## config.mk

```make
export PLATFORM = sky130hd
export DESIGN_NAME = stack_call_ctrl
export DESIGN_NICKNAME = d
export VERILOG_FILES = /design/src/rtl/stack_call_ctrl.sv
export SDC_FILE = /design/constraint.sdc
export NUM_CORES = 1
export LEC_CHECK = 0
export ABC_AREA = 1
export BUFFER_PORTS_ARGS = -buffer_cell sky130_fd_sc_hd__buf_2
export CAP_MARGIN = 20
export CORE_MARGIN = 2
export CORE_UTILIZATION = 48
export CTS_CLUSTER_SIZE = 25
export DETAILED_ROUTE_END_ITERATION = 12
export PLACE_DENSITY = 0.79
export SYNTH_ARGS = -nofsm -noshare
export SYNTH_HDL_FRONTEND = slang
export SYNTH_SLANG_ARGS = --single-unit
export TNS_END_PERCENT = 50
```

## constraint.sdc

```tcl
create_clock -name clk -period 1.75 [get_ports clk]
set_clock_uncertainty 0.1 [all_clocks]
set_input_delay 0.175 -clock clk [delete_from_list [all_inputs] [get_ports clk]]
set_output_delay 0.175 -clock clk [all_outputs]
set_load 0.1 [all_outputs]
```

## src/rtl/stack_call_ctrl.sv

```systemverilog
// Return-address stack controller: turns CALL/RET into push/pop cycles and a PC load strobe.
// Optional depth / high-water counters under STACK_CALL_DEPTH_EN.
module stack_call_ctrl #(
    parameter int WIDTH = 4,
    parameter int DEPTH = 10
) (
    input  logic                           clk,
    input  logic                           reset,
    input  logic                           call,
    input  logic                           ret,
    input  logic [WIDTH-1:0]               pc_in,
    input  logic [WIDTH-1:0]               target,
    output logic                           busy,
    output logic                           pc_load,
    output logic [WIDTH-1:0]               pc_next,
    output logic                           fault,
    output logic [1:0]                     fault_code,
    output logic                           stk_push,
    output logic                           stk_pop,
    output logic [WIDTH-1:0]               stk_data,
    input  logic [WIDTH-1:0]               stk_dout,
    input  logic                           stk_full,
    input  logic                           stk_empty
`ifdef STACK_CALL_DEPTH_EN
    ,
    output logic [$clog2(DEPTH+1)-1:0]     depth,
    output logic [$clog2(DEPTH+1)-1:0]     depth_max
`endif
);

    typedef enum logic [2:0] {
        IDLE   = 3'd0,
        PUSH   = 3'd1,
        POP    = 3'd2,
        LOAD_R = 3'd3,
        LOAD   = 3'd4
    } state_t;

    state_t           r_state;
    logic             r_from_stk;
    logic [WIDTH-1:0] w_ret_addr;

    assign w_ret_addr = pc_in + WIDTH'(1);

    always_ff @(posedge clk or negedge reset) begin
        if (!reset) begin
            r_state    <= IDLE;
            r_from_stk <= 1'b0;
            busy       <= 1'b0;
            pc_load    <= 1'b0;
            pc_next    <= '0;
            fault      <= 1'b0;
            fault_code <= 2'b00;
            stk_push   <= 1'b0;
            stk_pop    <= 1'b0;
            stk_data   <= '0;
        end else begin
            fault <= 1'b0;
            case (r_state)
                IDLE: begin
                    // Simultaneous call+ret is rejected outright, ahead of full/empty checks.
                    if (call && ret) begin
                        fault      <= 1'b1;
                        fault_code <= 2'b11;
                    end else if (call) begin
                        if (stk_full) begin
                            fault      <= 1'b1;
                            fault_code <= 2'b01;
                        end else begin
                            stk_data <= w_ret_addr;
                            pc_next  <= target;
                            stk_push <= 1'b1;
                            busy     <= 1'b1;
                            r_state  <= PUSH;
                        end
                    end else if (ret) begin
                        if (stk_empty) begin
                            fault      <= 1'b1;
                            fault_code <= 2'b10;
                        end else begin
                            stk_pop <= 1'b1;
                            busy    <= 1'b1;
                            r_state <= POP;
                        end
                    end
                end
                PUSH: begin
                    stk_push <= 1'b0;
                    pc_load  <= 1'b1;
                    r_state  <= LOAD;
                end
                POP: begin
                    stk_pop    <= 1'b0;
                    r_from_stk <= 1'b1;
                    r_state    <= LOAD_R;
                end
                LOAD_R: begin
                    // Stack output is valid only now, one cycle after the pop edge.
                    if (r_from_stk) pc_next <= stk_dout;
                    pc_load <= 1'b1;
                    r_state <= LOAD;
                end
                LOAD: begin
                    pc_load    <= 1'b0;
                    busy       <= 1'b0;
                    r_from_stk <= 1'b0;
                    r_state    <= IDLE;
                end
                default: begin
                    stk_push <= 1'b0;
                    stk_pop  <= 1'b0;
                    pc_load  <= 1'b0;
                    busy     <= 1'b0;
                    r_state  <= IDLE;
                end
            endcase
        end
    end

`ifdef STACK_CALL_DEPTH_EN
    localparam int DW = $clog2(DEPTH+1);

    logic [DW-1:0] w_depth_nxt;

    always_comb begin
        w_depth_nxt = depth;
        if (r_state == PUSH && depth != DW'(DEPTH))
            w_depth_nxt = depth + DW'(1);
        else if (r_state == POP && depth != '0)
            w_depth_nxt = depth - DW'(1);
    end

    always_ff @(posedge clk or negedge reset) begin
        if (!reset) begin
            depth     <= '0;
            depth_max <= '0;
        end else begin
            depth <= w_depth_nxt;
            if (w_depth_nxt > depth_max) depth_max <= w_depth_nxt;
        end
    end
`endif

endmodule

```

==> out/qor.csv, run 1 <==
metric,value,unit
run status,"finished, final reports clean",
Critical Path Max Stage Delay,0.45,ns
Worst-Margin Slew,0.490,ns
top cell family by delay on the critical path,simple AND/OR/NAND/NOR gates,
most frequently used flop master after synthesis,dfrtp_1,
Buffers on Ports,32,
master cell of the clock root buffer,clkbuf_4,
post-synthesis area per instance,8.06,µm²
worst-path fanout max,13,
post-detailed-placement half-perimeter wirelength,1.42,mm
FP Rows,15,
startpoint class of the critical path,flip-flop,
number of fillers in the final layout,162,
die extent in x,48.0,µm
Synth Area in Simple Gates,0.329,
arrival time at the worst endpoint,1.52,ns
global-route wire length before repair,2.88,mm
share of cell area taken by muxes after synthesis,0,
net count after synthesis,134,
number of pins exceeding their max-slew limit in the final report,0,
"EDFF count, synth",0,
Top Ports,33,
fraction of the mapped netlist area in adder cells,0.0135,
unrepaired setup endpoints after global routing,false,
post-synthesis cell count,115,
clock tree from TritonCTS,yes,
Tightest Hold Check Type,in2reg,
final setup violating endpoints,0,
effective utilization at floorplan,0.526,
initial antenna violation count,0,
detailed-route via count,857,
post-synthesis sequential area ratio,0.513,
Total Nets Final,172,
DRC violations left,0,
"most used cell, CP",nand2_1,
Placed Instances,171,
standard cell core area,1760,µm²
post-cts hold buffer count,2,
share of the clock period used by the worst path,0.788,
mean number of vias per cell,4.84,
detailed-route wire length,1.81,mm
buffer and inverter count on the worst path,1,
final setup slack of the worst path,0.372,ns
final critical delay including setup and external delays,1.38,ns
cells traversed along the worst timing path,inv_1 > nand2_2 > nor2_4 > nand2_4 > nand2_1 > nand2_1 > nand2_1,
Clock transition at path regs,0.11,ns
area share of xor/xnor cells in the synthesized design,0.0189,
vias in the first global route,739,
Max Clk Rate,726,MHz
area of the mapped netlist,927,µm²
per-cell routed wire length,10.2,µm
largest family of logic cells by synthesized area,simple AND/OR/NAND/NOR gates,
overflow left after global routing,0,
ANT nets after route,0,
die footprint,2300,µm²
Netlist cell types,21,
category of the most critical setup path,reg2reg,
register bit count reported by yosys,19,
Skew-Pair Late Insertion Delay,0.29,ns
ratio of cells with drive above 1 in the final layout,0.283,
combined global-route utilization of all metal layers,0.183,
DP Worst Slack,0.395,ns
number of buffers on the longest clock path,2,
area added between synthesis and finish,24.6,%
maximum number of pins on one net before global-route repair,20,
kind of end point of the critical path,flip-flop,
proportion of synthesized flip-flops having asynchronous set or reset,1.00,
final cell count without fillers,177,
number of clock buffers inserted by TritonCTS,3,
Slew HR,0.675,
max_cap viols,0,
Sum Neg Setup Slack,0,ns
Clock Sink Count,19,
final estimated routing congestion in global placement,0.810,
H-tree Lvls,1,
Resized cells post-CTS,0,
worst endpoint required time,1.89,ns
number of endpoints with negative hold slack in the final report,0,
Util after Layout,0.655,
DRT Pass-1 Iters,5,
fraction of the mapped netlist area in compound gates,0.0648,
detailed router's first-iteration violation count,15,
library cell contributing the largest single delay on the critical path,dfrtp_1,
number of diodes added for antenna fixing,0,
y dimension of the die,48.0,µm
total number of yosys warnings,0,
setup repair bufs after CTS,0,
[placed cells by master (no fill, tap or decap), types with 2 or more instances in the layout]
cell           synthesis  final
dfrtp_1               19     19
nor2_1                 8      8
nand3_1                9      9
buf_2                  0     32
nand2_1               45     45
clkbuf_4               0      3
o21ai_0                6      6
o21ai_2                2      2
inv_1                 11     11
dlygate4sd3_1          0      2
xnor2_1                2      2
[per-layer routing]
| metal | up-vias | part of all wire | global-route usage |
|---|---|---|---|
| li1 | 438 | - | - |
| met1 | 390 | 0.44 | 0.216 |
| met2 | 27 | 0.50 | 0.312 |
| met3 | 2 | 0.048 | 0.0264 |
| met4 | 0 | 0.015 | 0.114 |
| met5 | - | 0 | 0 |
[path summary, 6_finish.rpt]
path	startpoint	end	slack [ns]	depth (start not counted)
max	r_state[0]	pc_next[0]	0.37	7
min	pc_in[3]	stk_data[3]	0.06	4
max reg2reg	r_state[0]	pc_next[0]	0.37	7
min reg2reg	fault_code[1]	fault_code[1]	0.37	2
max in group asynchronous	reset	pc_load	1.03	2
min in group asynchronous	reset	stk_push	0.23	2
[synth_stat cells, types with 2 or more instances]
| master | n | share of area |
|---|---|---|
| dfrtp_1 | 19 | 0.51 |
| nor2_1 | 8 | 0.032 |
| nand2_1 | 45 | 0.18 |
| xnor2_1 | 2 | 0.019 |
| o21ai_2 | 2 | 0.019 |
| nand3_1 | 9 | 0.049 |
| o21ai_0 | 6 | 0.032 |
| inv_1 | 11 | 0.045 |
[sequential cells by signal (all words and copies together) (netlist names)]
| register | count |
|---|---|
| pc_next | 4 |
| stk_data | 4 |
| r_state | 3 |
| fault_code | 2 |
| busy | 1 |
| fault | 1 |
| pc_load | 1 |
| r_from_stk | 1 |
| stk_pop | 1 |
| stk_push | 1 |
[cell families (layout without fill, tap and decap cells)]
family / count (synthesis) / in the layout
AND/OR/NAND/NOR: 70 / 70
flip-flops: 19 / 19
buffers and inverters: 13 / 50
AO/OA/AOI/OAI: 10 / 10
XOR/XNOR: 2 / 2
adder cells (fa/ha/maj): 1 / 1
[stage by stage]
stage	hold WS [ns]	cell area [µm²]
2_1_floorplan	-0.221	927
5_1_grt	0.0736	1150
3_5_place_dp	0.0327	1110
4_1_cts	0.0604	1150
3_3_place_gp	0.0283	1110
6_report	0.0575	1150
[worst register-to-register path: cells and delay by family (launching register included)]
kind                   cells  cell delay (ns)
AND/OR/NAND/NOR            6             0.67
flip-flops                 1             0.45
buffers and inverters      1             0.11
[layout make-up]
class                           count  area [µm²]  share of cell area
Sequential cell                    19         475               0.412
Multi-Input combinational cell     83         395               0.342
Timing Repair Buffer               34         180               0.156
Inverter                           12        45.0              0.0390
Tap cell                           25        31.3              0.0271
Clock buffer                        3        22.5              0.0195
Clock inverter                      1        5.00             0.00433
Power of run 1 is not shown: default switching activity piles up to over one toggle a cycle in this logic, so the estimate is an artifact.
==> inputs of run 2 (changes only) <==
--- a/config.mk
+++ b/config.mk
@@ -5,14 +5,14 @@
 export SDC_FILE = /design/constraint.sdc
 export NUM_CORES = 1
 export LEC_CHECK = 0
-export ABC_AREA = 1
+export ABC_AREA = 0
 export BUFFER_PORTS_ARGS = -buffer_cell sky130_fd_sc_hd__buf_2
 export CAP_MARGIN = 20
 export CORE_MARGIN = 2
-export CORE_UTILIZATION = 48
+export CORE_UTILIZATION = 46
 export CTS_CLUSTER_SIZE = 25
 export DETAILED_ROUTE_END_ITERATION = 12
-export PLACE_DENSITY = 0.79
+export PLACE_DENSITY = 0.78
 export SYNTH_ARGS = -nofsm -noshare
 export SYNTH_HDL_FRONTEND = slang
 export SYNTH_SLANG_ARGS = --single-unit
==> constraint.sdc (replaced) <==
create_clock -name clk -period 1.41 [get_ports clk]
set_clock_uncertainty 0.1 [all_clocks]
set_input_delay 0.141 -clock clk [delete_from_list [all_inputs] [get_ports clk]]
set_output_delay 0.141 -clock clk [all_outputs]
set_load 0.1 [all_outputs]
==> run 2 against run 1 <==
Compared with the run above:
- the flow now finishes with violations (setup timing)
- synthesized cell count down 33%
- final area up 1.2%
- final cell count down 16%
- hold slack better by 0.0058 ns
- critical path depth down 4
- routed wire length up 9.6%
- sequential share of layout area down 0.48 points
- first-iteration DRC count up 67%
- non-clock buffer count up 12
- via count down 9.8%
- global-route usage up 0.83 points
- die area down 3.2%
- critical endpoint is now pc_next[3]
==> out/qor.csv, run 2 <==
metric,value,unit,change
Buffers on Ports,32,,unchanged
master cell of the clock root buffer,clkbuf_4,,unchanged
number of clock buffers inserted by TritonCTS,3,,unchanged
final critical delay including setup and external delays,1.51,ns,was 1.38 ns
Netlist cell types,26,,was 21
run status,"finished, violations left",,"was finished, final reports clean"
post-synthesis sequential area ratio,0.555,,was 0.513
share of the clock period used by the worst path,1.07,,was 0.788
area of the mapped netlist,857,µm²,was 927 µm²
proportion of synthesized flip-flops having asynchronous set or reset,1.00,,unchanged
DRC violations left,0,,unchanged
effective utilization at floorplan,0.491,,was 0.526
maximum number of pins on one net before global-route repair,20,,unchanged
detailed-route wire length,1.98,mm,was 1.81 mm
number of diodes added for antenna fixing,0,,unchanged
total number of yosys warnings,0,,unchanged
Placed Instances,141,,was 171
most used cells in the layout excluding fill and tap cells,"31 x buf_2, 19 x dfrtp_1, 11 x buf_4, 8 x o21ai_0",,"was 45 x nand2_1, 32 x buf_2, 19 x dfrtp_1, 11 x inv_1, 9 x nand3_1"
DRT Pass-1 Iters,4,,was 5
number of buffers on the longest clock path,2,,unchanged
clock tree from TritonCTS,yes,,unchanged
global-route wire length before repair,2.91,mm,was 2.88 mm
max_cap viols,0,,unchanged
most area-consuming cells after synthesis,"dfrtp_1 55%, o21ai_0 4.7%, o32a_1 4.7%",,"was dfrtp_1 51%, nand2_1 18%, nand3_1 4.9%"
net count after synthesis,96,,was 134
Clock Sink Count,19,,unchanged
post-synthesis cell count,77,,was 115
Synth Area in Simple Gates,0.133,,was 0.329
area added between synthesis and finish,36.4,%,was 24.6%
"most common cell after layout, fill and taps aside",buf_2,,was nand2_1
Top Ports,33,,unchanged
worst-path fanout max,8,,was 13
detailed router's first-iteration violation count,25,,was 15
Clock transition at path regs,0.11,ns,about the same
mean number of vias per cell,5.19,,was 4.84
Max Clk Rate,660,MHz,was 726 MHz
die extent in x,47.2,µm,was 48.0 µm
registers with the most flip-flops,"pc_next x4, stk_data x4, r_state x3",,unchanged
detailed-route via count,773,,was 857
most numerous cell in the Yosys netlist,dfrtp_1,,was nand2_1
y dimension of the die,47.2,µm,was 48.0 µm
instance area after placement,1100,µm²,was 1110 µm²
register bit count reported by yosys,19,,unchanged
standard cell core area,1750,µm²,was 1760 µm²
overflow left after global routing,0,,unchanged
kind of end point of the critical path,flip-flop,,unchanged
Slew HR,0.675,,about the same
worst endpoint required time,1.52,ns,was 1.89 ns
FP Rows,15,,unchanged
final setup violating endpoints,8,,was 0
ANT nets after route,0,,unchanged
share of cell area taken by muxes after synthesis,0.0394,,was 0
H-tree Lvls,1,,unchanged
die footprint,2220,µm²,was 2300 µm²
unrepaired setup endpoints after global routing,true,,was false
"final std cell area, no fill",1170,µm²,was 1150 µm²
final setup slack of the worst path,-0.105,ns,was 0.372 ns
number of pins exceeding their max-slew limit in the final report,0,,unchanged
most frequently used flop master after synthesis,dfrtp_1,,unchanged
cell type with the highest aggregate area in the netlist,dfrtp_1,,unchanged
per-cell routed wire length,13.3,µm,was 10.2 µm
share of the synthesized area in the top cell type,0.555,,was 0.513
fraction of the mapped netlist area in compound gates,0.197,,was 0.0648
Skew-Pair Late Insertion Delay,0.31,ns,was 0.29 ns
startpoint class of the critical path,flip-flop,,unchanged
vias in the first global route,697,,was 739
number of endpoints with negative hold slack in the final report,0,,unchanged
largest family of logic cells by synthesized area,compound AO/OA/AOI/OAI gates,,was simple AND/OR/NAND/NOR gates
leading post-synthesis cells by instance count,"19 x dfrtp_1, 8 x o21ai_0, 6 x nand2_1, 6 x nor2_1, 5 x o21a_1",,"was 45 x nand2_1, 19 x dfrtp_1, 11 x inv_1"
initial antenna violation count,0,,unchanged
Total Nets Final,144,,was 172
violated checks,setup timing,,
combined global-route utilization of all metal layers,0.192,,was 0.183
final estimated routing congestion in global placement,0.758,,was 0.810
fraction of the mapped netlist area in adder cells,0.0146,,was 0.0135
"EDFF count, synth",0,,unchanged
post-synthesis area per instance,11.1,µm²,was 8.06 µm²
arrival time at the worst endpoint,1.62,ns,was 1.52 ns
post-detailed-placement half-perimeter wirelength,1.42,mm,about the same
DP Worst Slack,-0.0721,ns,was 0.395 ns
ratio of cells with drive above 1 in the final layout,0.419,,was 0.283
area share of xor/xnor cells in the synthesized design,0.0204,,was 0.0189
final cell count without fillers,149,,was 177
Tightest Hold Check Type,in2reg,,unchanged
Worst-Margin Slew,0.491,ns,was 0.490 ns
category of the most critical setup path,reg2reg,,unchanged
-- run 2: worst max-delay path: stages, from the launching register on --
cell	delay [ns]
dfrtp_1	0.44
or3_4	0.43
o32a_1	0.34
o21a_1	0.11
-- run 2: path summary, 6_finish.rpt --
| check | start | end | slack, ns | cells past startpoint |
|---|---|---|---|---|
| min reg2reg | busy | busy | 0.40 | 1 |
| max reg2reg | r_state[0] | pc_next[3] | -0.10 | 3 |
| max in group asynchronous | reset | pc_next[1] | 0.71 | 2 |
| min | stk_dout[1] | pc_next[1] | 0.06 | 3 |
| max | r_state[0] | pc_next[3] | -0.10 | 3 |
| min in group asynchronous | reset | fault_code[1] | 0.20 | 2 |
-- run 2: metrics by stage --
stage / hold slack [ns] / util / TNS [ns]
after global routing: 0.0753 / 0.670 / -0.996
after CTS: 0.0550 / 0.665 / -0.489
after floorplan: -0.255 / - / -0.941
after detailed placement: 0.00378 / 0.628 / -0.349
after global placement: -0.00403 / 0.628 / -0.146
final: 0.0633 / 0.670 / -0.578
-- run 2: what timing repair did --
action	in CTS	in global routing
resized for setup	0	2
endpoints found under the setup margin	8	11
hold buffers	3	0
pin swaps	1	0
hold endpoints to repair	21	0
buffers inserted	1	0
-- run 2: layout make-up --
cell class                      count  area [µm²]
Clock buffer                        3        22.5
Clock inverter                      1        5.00
Fill cell                         144         577
Inverter                            2        7.51
Multi-Input combinational cell     53         352
Sequential cell                    19         475
Tap cell                           25        31.3
Timing Repair Buffer               46         275
-- run 2: cells by family after synthesis --
kind of cell	after synthesis
XOR/XNOR	2
multiplexers	3
flip-flops	19
AND/OR/NAND/NOR	22
AO/OA/AOI/OAI	25
adder cells (fa/ha/maj)	1
buffers and inverters	5
-- run 2: per-layer routing --
layer	routed length, µm	part of all wire	GRT usage	up-vias
li1	-	-	-	375
met1	835	0.42	0.220	361
met2	982	0.50	0.332	32
met3	108	0.055	0.0231	5
met4	51	0.026	0.128	0
met5	0	0	0	-
Power of run 2 is left out for the same reason.
